$ cat src/rtl/fft_frame_sequencer_if.sv
// fft_frame_sequencer_if: handshake/bus bundle between the FFT frame sequencer
// and the surrounding pitch-detect datapath (input buffer, FFT, peak finder).
//   frame_ready/frame_ack          : input buffer frame handshake
//   feed_en/feed_idx               : FFT di_en and buffer read index
//   fft_do_en/bin_idx/bin_valid    : FFT output bin tracking
//   peak_valid/peak_k              : peak-finder result
//   result_valid/result_ready/data : held pitch result towards the consumer
//   busy/dropped/timeout_err       : status
// Modport master is the sequencer side; modport slave is the environment side.
interface fft_frame_sequencer_if #(
  parameter int unsigned KW = 10
);
  logic          frame_ready;
  logic          frame_ack;
  logic          feed_en;
  logic [KW-1:0] feed_idx;
  logic          fft_do_en;
  logic [KW-1:0] bin_idx;
  logic          bin_valid;
  logic          peak_valid;
  logic [KW-1:0] peak_k;
  logic          result_valid;
  logic          result_ready;
  logic [KW-1:0] result_data;
  logic          busy;
  logic [7:0]    dropped;
  logic          timeout_err;

  modport master (
    input  frame_ready, fft_do_en, peak_valid, peak_k, result_ready,
    output frame_ack, feed_en, feed_idx, bin_idx, bin_valid,
           result_valid, result_data, busy, dropped, timeout_err
  );

  modport slave (
    output frame_ready, fft_do_en, peak_valid, peak_k, result_ready,
    input  frame_ack, feed_en, feed_idx, bin_idx, bin_valid,
           result_valid, result_data, busy, dropped, timeout_err
  );
endinterface

$ cat src/rtl/fft_frame_sequencer.sv
// fft_frame_sequencer: sequences one FFT frame at a time through
// input buffer -> FFT -> magnitude-squared -> peak finder, in the FFT clock domain.
// Ports:
//   clk   : FFT clock
//   reset : synchronous, active-high
//   bus   : fft_frame_sequencer_if.master (frame handshake, feed strobe/index,
//           output bin tracking, peak input, held result, status)
// Optional feature macro: FFT_SEQ_HOLDOFF_EN adds a HOLD gap of HOLDOFF cycles
// after each result handshake.
module fft_frame_sequencer #(
  parameter int unsigned NSamples = 1024,
  parameter int unsigned KW       = 10,
  parameter int unsigned TIMEOUT  = 4096,
  parameter int unsigned HOLDOFF  = 16
) (
  input  logic                    clk,
  input  logic                    reset,
  fft_frame_sequencer_if.master   bus
);

  localparam int unsigned   TW       = $clog2(TIMEOUT + 1);
  localparam logic [KW-1:0] LAST_IDX = KW'(NSamples - 1);
  localparam logic [KW-1:0] HALF_IDX = KW'(NSamples / 2);
  localparam logic [TW-1:0] TMO_LAST = TW'(TIMEOUT - 1);
`ifdef FFT_SEQ_HOLDOFF_EN
  localparam int unsigned   HW        = $clog2(HOLDOFF + 1);
  localparam logic [HW-1:0] HOLD_LAST = HW'(HOLDOFF - 1);
`endif

  localparam logic [2:0] S_IDLE      = 3'd0;
  localparam logic [2:0] S_FEED      = 3'd1;
  localparam logic [2:0] S_WAIT_OUT  = 3'd2;
  localparam logic [2:0] S_COLLECT   = 3'd3;
  localparam logic [2:0] S_WAIT_PEAK = 3'd4;
  localparam logic [2:0] S_REPORT    = 3'd5;
`ifdef FFT_SEQ_HOLDOFF_EN
  localparam logic [2:0] S_HOLD      = 3'd6;
`endif

  // Elaboration-time parameter sanity check
  if (KW != $clog2(NSamples) || NSamples < 8 || TIMEOUT == 0 || HOLDOFF == 0) begin : g_param_err
    $error("fft_frame_sequencer: illegal parameter set");
  end

  logic [2:0]    state_q, state_d;
  logic          pending_q, pending_d;
  logic          frame_ack_q, frame_ack_d;
  logic          feed_en_q, feed_en_d;
  logic [KW-1:0] feed_idx_q, feed_idx_d;
  logic [KW-1:0] bin_idx_q, bin_idx_d;
  logic          result_valid_q, result_valid_d;
  logic [KW-1:0] result_data_q, result_data_d;
  logic          busy_q, busy_d;
  logic [7:0]    dropped_q, dropped_d;
  logic          timeout_err_q, timeout_err_d;
  logic [TW-1:0] tmo_q, tmo_d;
`ifdef FFT_SEQ_HOLDOFF_EN
  logic [HW-1:0] hold_q, hold_d;
`endif

  // Next-state and registered-output logic
  always_comb begin
    state_d        = state_q;
    pending_d      = pending_q;
    frame_ack_d    = 1'b0;
    feed_en_d      = feed_en_q;
    feed_idx_d     = feed_idx_q;
    bin_idx_d      = bin_idx_q;
    result_valid_d = result_valid_q;
    result_data_d  = result_data_q;
    dropped_d      = dropped_q;
    timeout_err_d  = timeout_err_q;
    tmo_d          = tmo_q;
`ifdef FFT_SEQ_HOLDOFF_EN
    hold_d         = hold_q;
`endif

    // A frame arriving while busy is parked; a second one while parked is lost
    if (bus.frame_ready && state_q != S_IDLE) begin
      if (pending_q) begin
        if (dropped_q != 8'hFF) dropped_d = dropped_q + 8'd1;
      end else begin
        pending_d = 1'b1;
      end
    end

    case (state_q)
      S_IDLE: begin
        if (bus.frame_ready || pending_q) begin
          state_d     = S_FEED;
          frame_ack_d = 1'b1;
          feed_en_d   = 1'b1;
          feed_idx_d  = '0;
          // A fresh pulse coinciding with a parked start stays parked
          pending_d   = pending_q && bus.frame_ready;
        end
      end
      S_FEED: begin
        if (feed_idx_q == LAST_IDX) begin
          state_d    = S_WAIT_OUT;
          feed_en_d  = 1'b0;
          feed_idx_d = '0;
          tmo_d      = '0;
        end else begin
          feed_idx_d = feed_idx_q + KW'(1);
        end
      end
      S_WAIT_OUT: begin
        // First do_en is bin 0, already presented by bin_idx_q
        if (bus.fft_do_en) begin
          state_d   = S_COLLECT;
          bin_idx_d = bin_idx_q + KW'(1);
        end else if (tmo_q == TMO_LAST) begin
          state_d       = S_IDLE;
          timeout_err_d = 1'b1;
        end else begin
          tmo_d = tmo_q + TW'(1);
        end
      end
      S_COLLECT: begin
        if (bus.fft_do_en) begin
          if (bin_idx_q == LAST_IDX) begin
            state_d   = S_WAIT_PEAK;
            bin_idx_d = '0;
            tmo_d     = '0;
          end else begin
            bin_idx_d = bin_idx_q + KW'(1);
          end
        end
      end
      S_WAIT_PEAK: begin
        if (bus.peak_valid) begin
          state_d        = S_REPORT;
          result_valid_d = 1'b1;
          result_data_d  = bus.peak_k;
        end else if (tmo_q == TMO_LAST) begin
          state_d       = S_IDLE;
          timeout_err_d = 1'b1;
        end else begin
          tmo_d = tmo_q + TW'(1);
        end
      end
      S_REPORT: begin
        if (bus.result_ready) begin
          result_valid_d = 1'b0;
`ifdef FFT_SEQ_HOLDOFF_EN
          state_d        = S_HOLD;
          hold_d         = '0;
`else
          state_d        = S_IDLE;
`endif
        end
      end
`ifdef FFT_SEQ_HOLDOFF_EN
      S_HOLD: begin
        if (hold_q == HOLD_LAST) begin
          state_d = S_IDLE;
        end else begin
          hold_d = hold_q + HW'(1);
        end
      end
`endif
      default: state_d = S_IDLE;
    endcase

    busy_d = (state_d != S_IDLE);
  end

  // State and output registers
  always_ff @(posedge clk) begin
    if (reset) begin
      state_q        <= S_IDLE;
      pending_q      <= 1'b0;
      frame_ack_q    <= 1'b0;
      feed_en_q      <= 1'b0;
      feed_idx_q     <= '0;
      bin_idx_q      <= '0;
      result_valid_q <= 1'b0;
      result_data_q  <= '0;
      busy_q         <= 1'b0;
      dropped_q      <= '0;
      timeout_err_q  <= 1'b0;
      tmo_q          <= '0;
`ifdef FFT_SEQ_HOLDOFF_EN
      hold_q         <= '0;
`endif
    end else begin
      state_q        <= state_d;
      pending_q      <= pending_d;
      frame_ack_q    <= frame_ack_d;
      feed_en_q      <= feed_en_d;
      feed_idx_q     <= feed_idx_d;
      bin_idx_q      <= bin_idx_d;
      result_valid_q <= result_valid_d;
      result_data_q  <= result_data_d;
      busy_q         <= busy_d;
      dropped_q      <= dropped_d;
      timeout_err_q  <= timeout_err_d;
      tmo_q          <= tmo_d;
`ifdef FFT_SEQ_HOLDOFF_EN
      hold_q         <= hold_d;
`endif
    end
  end

  assign bus.frame_ack    = frame_ack_q;
  assign bus.feed_en      = feed_en_q;
  assign bus.feed_idx     = feed_idx_q;
  assign bus.bin_idx      = bin_idx_q;
  // Only the positive-frequency half of the spectrum is flagged
  assign bus.bin_valid    = bus.fft_do_en && (bin_idx_q < HALF_IDX);
  assign bus.result_valid = result_valid_q;
  assign bus.result_data  = result_data_q;
  assign bus.busy         = busy_q;
  assign bus.dropped      = dropped_q;
  assign bus.timeout_err  = timeout_err_q;

endmodule

$ cat src/flat_wrapper.sv
// flat-port wrapper written by rule: the top's interface ports become plain ports
module fft_frame_sequencer_flat 
#(
  parameter int unsigned NSamples = 1024,
  parameter int unsigned KW       = 10,
  parameter int unsigned TIMEOUT  = 4096,
  parameter int unsigned HOLDOFF  = 16
)
  (clk, reset, bus_frame_ready, bus_fft_do_en, bus_peak_valid, bus_peak_k, bus_result_ready, bus_frame_ack, bus_feed_en, bus_feed_idx, bus_bin_idx, bus_bin_valid, bus_result_valid, bus_result_data, bus_busy, bus_dropped, bus_timeout_err);
  fft_frame_sequencer_if #(.KW(KW)) bus_i ();
  input  logic clk;
  input  logic reset;
  input wire logic [$bits(bus_i.frame_ready)-1:0] bus_frame_ready;
  input wire logic [$bits(bus_i.fft_do_en)-1:0] bus_fft_do_en;
  input wire logic [$bits(bus_i.peak_valid)-1:0] bus_peak_valid;
  input wire logic [$bits(bus_i.peak_k)-1:0] bus_peak_k;
  input wire logic [$bits(bus_i.result_ready)-1:0] bus_result_ready;
  output wire logic [$bits(bus_i.frame_ack)-1:0] bus_frame_ack;
  output wire logic [$bits(bus_i.feed_en)-1:0] bus_feed_en;
  output wire logic [$bits(bus_i.feed_idx)-1:0] bus_feed_idx;
  output wire logic [$bits(bus_i.bin_idx)-1:0] bus_bin_idx;
  output wire logic [$bits(bus_i.bin_valid)-1:0] bus_bin_valid;
  output wire logic [$bits(bus_i.result_valid)-1:0] bus_result_valid;
  output wire logic [$bits(bus_i.result_data)-1:0] bus_result_data;
  output wire logic [$bits(bus_i.busy)-1:0] bus_busy;
  output wire logic [$bits(bus_i.dropped)-1:0] bus_dropped;
  output wire logic [$bits(bus_i.timeout_err)-1:0] bus_timeout_err;
  assign bus_i.frame_ready = bus_frame_ready;
  assign bus_i.fft_do_en = bus_fft_do_en;
  assign bus_i.peak_valid = bus_peak_valid;
  assign bus_i.peak_k = bus_peak_k;
  assign bus_i.result_ready = bus_result_ready;
  assign bus_frame_ack = bus_i.frame_ack;
  assign bus_feed_en = bus_i.feed_en;
  assign bus_feed_idx = bus_i.feed_idx;
  assign bus_bin_idx = bus_i.bin_idx;
  assign bus_bin_valid = bus_i.bin_valid;
  assign bus_result_valid = bus_i.result_valid;
  assign bus_result_data = bus_i.result_data;
  assign bus_busy = bus_i.busy;
  assign bus_dropped = bus_i.dropped;
  assign bus_timeout_err = bus_i.timeout_err;
  fft_frame_sequencer #(.NSamples(NSamples), .KW(KW), .TIMEOUT(TIMEOUT), .HOLDOFF(HOLDOFF)) u_core (.clk(clk), .reset(reset), .bus(bus_i));
endmodule
$ cat config.mk
export PLATFORM = sky130hd
export DESIGN_NAME = fft_frame_sequencer_flat
export DESIGN_NICKNAME = d
export VERILOG_FILES = /design/src/rtl/fft_frame_sequencer_if.sv /design/src/rtl/fft_frame_sequencer.sv /design/src/flat_wrapper.sv
export SDC_FILE = /design/constraint.sdc
export NUM_CORES = 1
export LEC_CHECK = 0
export CORE_MARGIN = 2
export CORE_UTILIZATION = 41
export DETAILED_ROUTE_END_ITERATION = 6
export GPL_TIMING_DRIVEN = 0
export PLACE_DENSITY = 0.72
export SLEW_MARGIN = 5
export SYNTH_ARGS = -nofsm -noshare
export SYNTH_HDL_FRONTEND = slang
export SYNTH_SLANG_ARGS = --single-unit
$ cat constraint.sdc
create_clock -name clk -period 3.49 [get_ports clk]
set_clock_uncertainty 0.15 [all_clocks]
set_input_delay 0.698 -clock clk [delete_from_list [all_inputs] [get_ports clk]]
set_output_delay 0.698 -clock clk [all_outputs]
set_load 0.02 [all_outputs]
==> flow_metrics.env <==
export IMPL_cts_resized=0
export IMPL_dp_hpwl_um=4960
export IMPL_status="finished clean"
export IMPL_period_share=0.836
export IMPL_async_flop_share=0
export IMPL_grt_pass1_wl_um=11900
export IMPL_wirelength_um=7190
export IMPL_setup_viol=0
export IMPL_synth_seq_cells=60
export IMPL_synth_cell_type_count=47
export IMPL_ant_nets=0
export IMPL_switching_share=0.222
export IMPL_gp_congestion=0.856
export IMPL_min_period_ps=2920
export IMPL_switching_power_mw=0.329
export IMPL_power_frac_clock=0.464
export IMPL_synth_area_leaders="dfxtp_1, nor2_1, nand2_1"
export IMPL_synthFlopType="dfxtp_1"
export IMPL_stdcell_area_um2=3730
export IMPL_internal_power_mw=1.15
export IMPL_arrival_ps=2070
export IMPL_grt_total_usage=0.195
export IMPL_area_delta_synth_final_pct=31.7
export IMPL_post_synth_cell_area_avg_um2=7.96
export IMPL_htreeDepth=3
export IMPL_io_buffers=58
export IMPL_met2_usage=0.303
export IMPL_vias=2777
export IMPL_num_rows=30
export IMPL_p_comb_frac=0.064
export IMPL_synth_seq_area_share=0.424
export IMPL_grt_overflow_total=0
export IMPL_grt_pass1_vias=2572
export IMPL_cts_buffers=9
export IMPL_yosys_warnings=0
export IMPL_core_um2=6760
export IMPL_final_common_cell="dfxtp_1"
export IMPL_finalNetCount=445
export IMPL_synthCells=356
export IMPL_antenna_found_initial=0
export IMPL_drtIter0Drc=140
export IMPL_rsz0062_at_grt="false"
export IMPL_io_pins=60
export IMPL_start_util=0.419
export IMPL_yosys_area_top_type="dfxtp_1"
export IMPL_power_density_nw_per_um2=396
export IMPL_cts_tree="done"
export IMPL_root_buffer="clkbuf_8"
export IMPL_maxCapViolations=0
export IMPL_layout_cells_most_common_list="dfxtp_1, clkdlybuf4s50_1, nor2_1, nand2_1, a21oi_1"
export IMPL_holdWs_ps=305
export IMPL_fmax_mhz=343
export IMPL_clock_latency_ps=330
export IMPL_place_ws_ps=363
export IMPL_crit_required_ps=2640
export IMPL_layout_setup_ws_ps=573
export IMPL_hp_class="register to register"
export IMPL_drc=0
export IMPL_path_clk_slew_ps=70
export IMPL_setup_tns_ps=0
export IMPL_p_leak_nw=1.26
export IMPL_holdBufCountCts=0
export IMPL_drive_above_1_share=0.0512
export IMPL_cts_setup_buffers=0
export IMPL_cts_sinks=60
export IMPL_hold_viol_final=0
export IMPL_use_met1=0.269
export IMPL_crit_path_end_kind="output port"
export IMPL_syn_nets=376
export IMPL_use_met3=0.0493
export IMPL_place_area_um2=3510
export IMPL_slew_headroom=0.516
export IMPL_drt_pass1_iterations=4
export IMPL_die_width_um=87.1
export IMPL_grt_start_max_net_pins=11
export IMPL_wl_per_cell_um=14.1
export IMPL_seq_power_share=0.472
export IMPL_syn_area_um2=2830
export IMPL_critical_path_class="primary input to output port"
export IMPL_die_area_um2=7590
export IMPL_via_per_inst=5.45
export IMPL_slew_viol_final=0
export IMPL_synth_top_area_share=0.424
export IMPL_start_kind="primary input"
export IMPL_top_usage_layer="met2"
export IMPL_cp_max_fo=6
export IMPL_max_slew_worst_pin_slew_ps=726
export IMPL_diodes=0
export IMPL_cts_max_path_buffers=2
export IMPL_synth_edf_count=0
export IMPL_die_y_um=87.1
export IMPL_ir_worst_vdd_mv=0.226
-- per-stage QoR --
| step | utilization | std cells | total power, mW |
|---|---|---|---|
| floorplan | - | 356 | 0.762 |
| CTS | 0.552 | 510 | 1.49 |
| global route | 0.552 | 510 | 1.54 |
| detailed placement | 0.520 | 494 | 0.808 |
| finish | 0.552 | 510 | 1.48 |
| global placement | 0.520 | 494 | 0.808 |
-- synth_stat cells (all sizes together) (3+ instances only) --
master,n
xor2,5
nor2,53
nor4,3
nor3b,3
a31oi,6
and3,4
clkbuf,14
a21oi,33
a211oi,8
xnor2,9
dfxtp,60
a311oi,6
or4,3
nand2,45
or3,7
nand2b,6
nand3,11
nor3,15
nand3b,3
and2,3
o21ai,10
inv,7
ha,4
nand4,11
-- cell families after synthesis --
kind of cell,count (synthesis),share of synthesized area
xor gates and xnor gates,14,0.0433
adders and majority gates,4,0.0177
DFF,60,0.424
muxes,2,0.00707
and+or+nand+nor,173,0.300
AOI/OAI and AO/OA,80,0.177
buffers and inverters,23,0.0314
-- per-layer routing --
metal  routed length, um  part of all wire
met2                3270              0.46
met5                   0                 0
met4                  59            0.0082
met3                 311             0.043
met1                3540              0.49
-- power groups by stage --
stage / logic [mW] / registers [mW] / clock network [mW]
finish: 0.0949 / 0.698 / 0.686
global route: 0.103 / 0.699 / 0.737
CTS: 0.0953 / 0.698 / 0.697
detailed placement: 0.0948 / 0.713 / 0
global placement: 0.0942 / 0.714 / 0
floorplan: 0.0430 / 0.719 / 0
-- flip-flops by register name, indices dropped and copies added (netlist names) --
register and flops:
u_core.bus.bin_idx 10, u_core.bus.busy 1, u_core.bus.dropped 8, u_core.bus.feed_en 1, u_core.bus.feed_idx 10, u_core.bus.frame_ack 1
u_core.bus.result_data 10, u_core.bus.result_valid 1, u_core.bus.timeout_err 1, u_core.pending_q 1, u_core.state_q 3, u_core.tmo_q 13
-- final timing paths --
| check | start | end | slack [ps] | depth (start not counted) |
|---|---|---|---|---|
| hold / removal | u_core.bus.result_data[9]$_SDFFE_PP0P_ | u_core.bus.result_data[9]$_SDFFE_PP0P_ | 300 | 2 |
| hold reg to reg | u_core.bus.result_data[9]$_SDFFE_PP0P_ | u_core.bus.result_data[9]$_SDFFE_PP0P_ | 300 | 2 |
| setup reg to reg | u_core.tmo_q[0]$_SDFFE_PP0P_ | u_core.bus.busy$_SDFF_PP0_ | 950 | 7 |
| setup / recovery | bus_fft_do_en | bus_bin_valid | 570 | 4 |
-- critical path, stage by stage --
cell	delay [ps]
clkdlybuf4s50_1	590
inv_1	90
nor2_1	90
clkdlybuf4s50_1	600
-- area by class of cell --
type                            count  area (um2)
Clock buffer                       11         141
Clock inverter                      5        75.1
Multi-Input combinational cell    273        1540
Sequential cell                    60        1200
Inverter                            7        26.3
Timing Repair Buffer               58         581
Tap cell                           80         100
Buffer                             16        62.6
Fill cell                         648        3030
Power figures use the tool's default switching activity.
==> edit, RTL diff (same flow settings) <==
The option `FFT_SEQ_HOLDOFF_EN` is turned on by a define.
--- a/src/rtl/fft_frame_sequencer.sv
+++ b/src/rtl/fft_frame_sequencer.sv
@@ -7,6 +7,8 @@
 //           output bin tracking, peak input, held result, status)
 // Optional feature macro: FFT_SEQ_HOLDOFF_EN adds a HOLD gap of HOLDOFF cycles
 // after each result handshake.
+`define FFT_SEQ_HOLDOFF_EN
+
 module fft_frame_sequencer #(
   parameter int unsigned NSamples = 1024,
   parameter int unsigned KW       = 10,
Behaviour: no difference found for any inputs over 10 cycles, from zero or initial values and one cycle with reset high; that may be too few to reach the edited logic, so the function may still have changed.
==> edit against the unedited design <==
  * Worst setup slack got worse by 0.12 ns
  * Sequential cell count rose by 5
  * Synthesized area rose by 8.3%
  * Final area rose by 7.0%
  * First-iteration DRC count rose by 51%
  * Wire length rose by 3.2%
  * Global-route usage fell by 0.58 points
  * Total power rose by 7.3%
==> edit: results (changes against the unedited design) <==
| Stage | Item | Reported | Delta |
|---|---|---|---|
| run status | Status | finished clean |  |
| worst setup path | Critical path data arrival time | 2.19 ns | +0.12 ns |
| synth | Syn Nets | 385 | +2.4% |
| route | Via count | 2860 | +3.0% |
| synth | Synth warnings | 0 | unchanged |
| cells and area | Total inserted antenna cells | 0 | unchanged |
| grt | Global-route usage over all layers | 19.0% | -0.58 points |
| route | Initial drt markers | 211 | +51% |
| sta | Pin slew with the least headroom to its limit | 0.887 ns | +0.161 ns |
| placement | Post-placement cell area | 3780 um2 | +7.6% |
| placement | Gpl congestion | 0.869 | +1.6% |
| pwr | Total leakage power | 1.40 nW | +11% |
| grt | Initial antenna violation count | 0 | unchanged |
| placement | HPWL after detailed placement | 5.30 mm | +6.9% |
| hold path | Startpoint of the lowest-slack hold path | u_core.bus.feed_en |  |
| grt | First-pass GRT wire length | 12.9 mm | +8.7% |
| synth | Synth top cells by count | dfxtp_1 (65), nor2_1 (46), nand2_1 (41), a21oi_1 (25) |  |
| grt | Number of global-route vias before repair | 2775 | +7.9% |
| worst setup path | Highest fanout seen on the critical path | 5 | -1 |
| cells and area | Most common cell after layout, fill and taps aside | dfxtp_1 |  |
| synth | Synth top area cells | dfxtp_1 (42%), nor2_1 (5.6%), nand2_1 (5.0%), a21oi_1 (4.1%), xor2_1 (3.1%) |  |
| pwr | Peak ir drop on the vdd network | 0.250 mV | +11% |
| cells and area | Number of nets in the layout | 455 | +2.2% |
| synth | Count of different cell masters after synthesis | 51 | +8.5% |
| worst setup path | Terminus of the critical flop-to-flop path | u_core.bus.feed_idx[3] |  |
| hold path | End point of the most critical hold path | u_core.bus.feed_en |  |
| worst setup path | Flop-to-flop setup slack | 0.98 ns | +0.03 ns |
| cells and area | Ratio of cells with drive above 1 in the final layout | 6.41% | +1.3 points |
| worst setup path | Peak per-stage delay on the critical path | 0.61 ns |  |
| clock network | Number of CTS-inserted buffers | 9 | unchanged |
| sta | Worst hold slack | 0.306 ns | +0.00117 ns |
| cells and area | Register with the most flip-flops | u_core.tmo_q |  |
| route | Routed wire length | 7.42 mm | +3.2% |
| synth | Register area share after synthesis | 42.4% | about the same |
| clock network | Number of post-CTS setup repair buffers | 0 | unchanged |
| placement | Input/output buffers | 59 | +1.7% |
| route | First-pass iteration count of the detailed router | 4 | unchanged |
| worst setup path | Worst reg2reg path startpoint | u_core.bus.feed_idx[0] |  |
| cells and area | Fill cell total of the finished layout | 686 | +5.9% |
## edit: changes by cell type in the layout (fill, tap and decap cells not counted), moves of 4 or more
cell,before,now
and3_1,4,13
a211oi_1,8,0
a21oi_1,33,25
nor2_1,53,46
nor4_1,3,9
xor2_1,5,11
dfxtp_1,60,65
o21ai_0,10,15
a22oi_1,1,5
clkbuf_1,15,11
nand2_1,45,41
nand3_1,11,15
## edit: stage by stage
step / std cells / worst slack [ns]
floorplan: 363 / 1.13
global placement: 521 / 0.466
detailed placement: 521 / 0.466
CTS: 536 / 0.462
global route: 536 / 0.400
finish: 536 / 0.450
## edit: worst max-delay path by stage
stage	startpoint	end	depth (start not counted)
floorplan	u_core.bus.bin_idx[2]	u_core.tmo_q[8]	7
global placement	bus_fft_do_en	bus_bin_valid	4
detailed placement	bus_fft_do_en	u_core.tmo_q[0]	6
CTS	bus_fft_do_en	bus_bin_valid	4
global route	bus_fft_do_en	bus_bin_valid	4
finish	bus_fft_do_en	bus_bin_valid	4
## edit: routing by layer
layer  wire, um  track usage [%]
met4          0             3.46
met5          0                0
met1       3490             23.7
met2       3580             32.0
met3        347             6.43
## edit: cells by family (layout without fill, tap and decap cells)
group | Yosys count | count (layout) | synth area share, %
DFF | 65 | 65 | 42.4
xor gates and xnor gates | 21 | 21 | 6.00
and+or+nand+nor | 171 | 171 | 27.9
AOI/OAI and AO/OA | 76 | 76 | 16.9
buffers and inverters | 19 | 93 | 2.65
muxes | 5 | 5 | 1.63
adders and majority gates | 6 | 6 | 2.45
## edit: critical path: cells and delay by family
kind          cells  cell delay, ns
simple gates      1            0.11
buf+inv           3            1.38
## edit: area by class of cell
class / instances / area (um2) / area share (%)
clock inverters: 3 / 65.1 / 1.63
clock buffers: 12 / 145 / 3.64
well taps: 99 / 124 / 3.10
flip-flops and latches: 65 / 1300 / 32.6
plain buffers: 14 / 62.6 / 1.57
repair buffers: 59 / 591 / 14.8
inverters: 5 / 18.8 / 0.470
multi-input cells: 279 / 1680 / 42.2
## edit: where the power goes
part           total (mW)  leakage (nW)  switching (mW)  internal [mW]
sequential          0.758         0.525         0.00683          0.751
combinational       0.136         0.773          0.0803         0.0555
clock               0.692         0.106           0.275          0.418
total                1.59          1.40           0.362           1.22
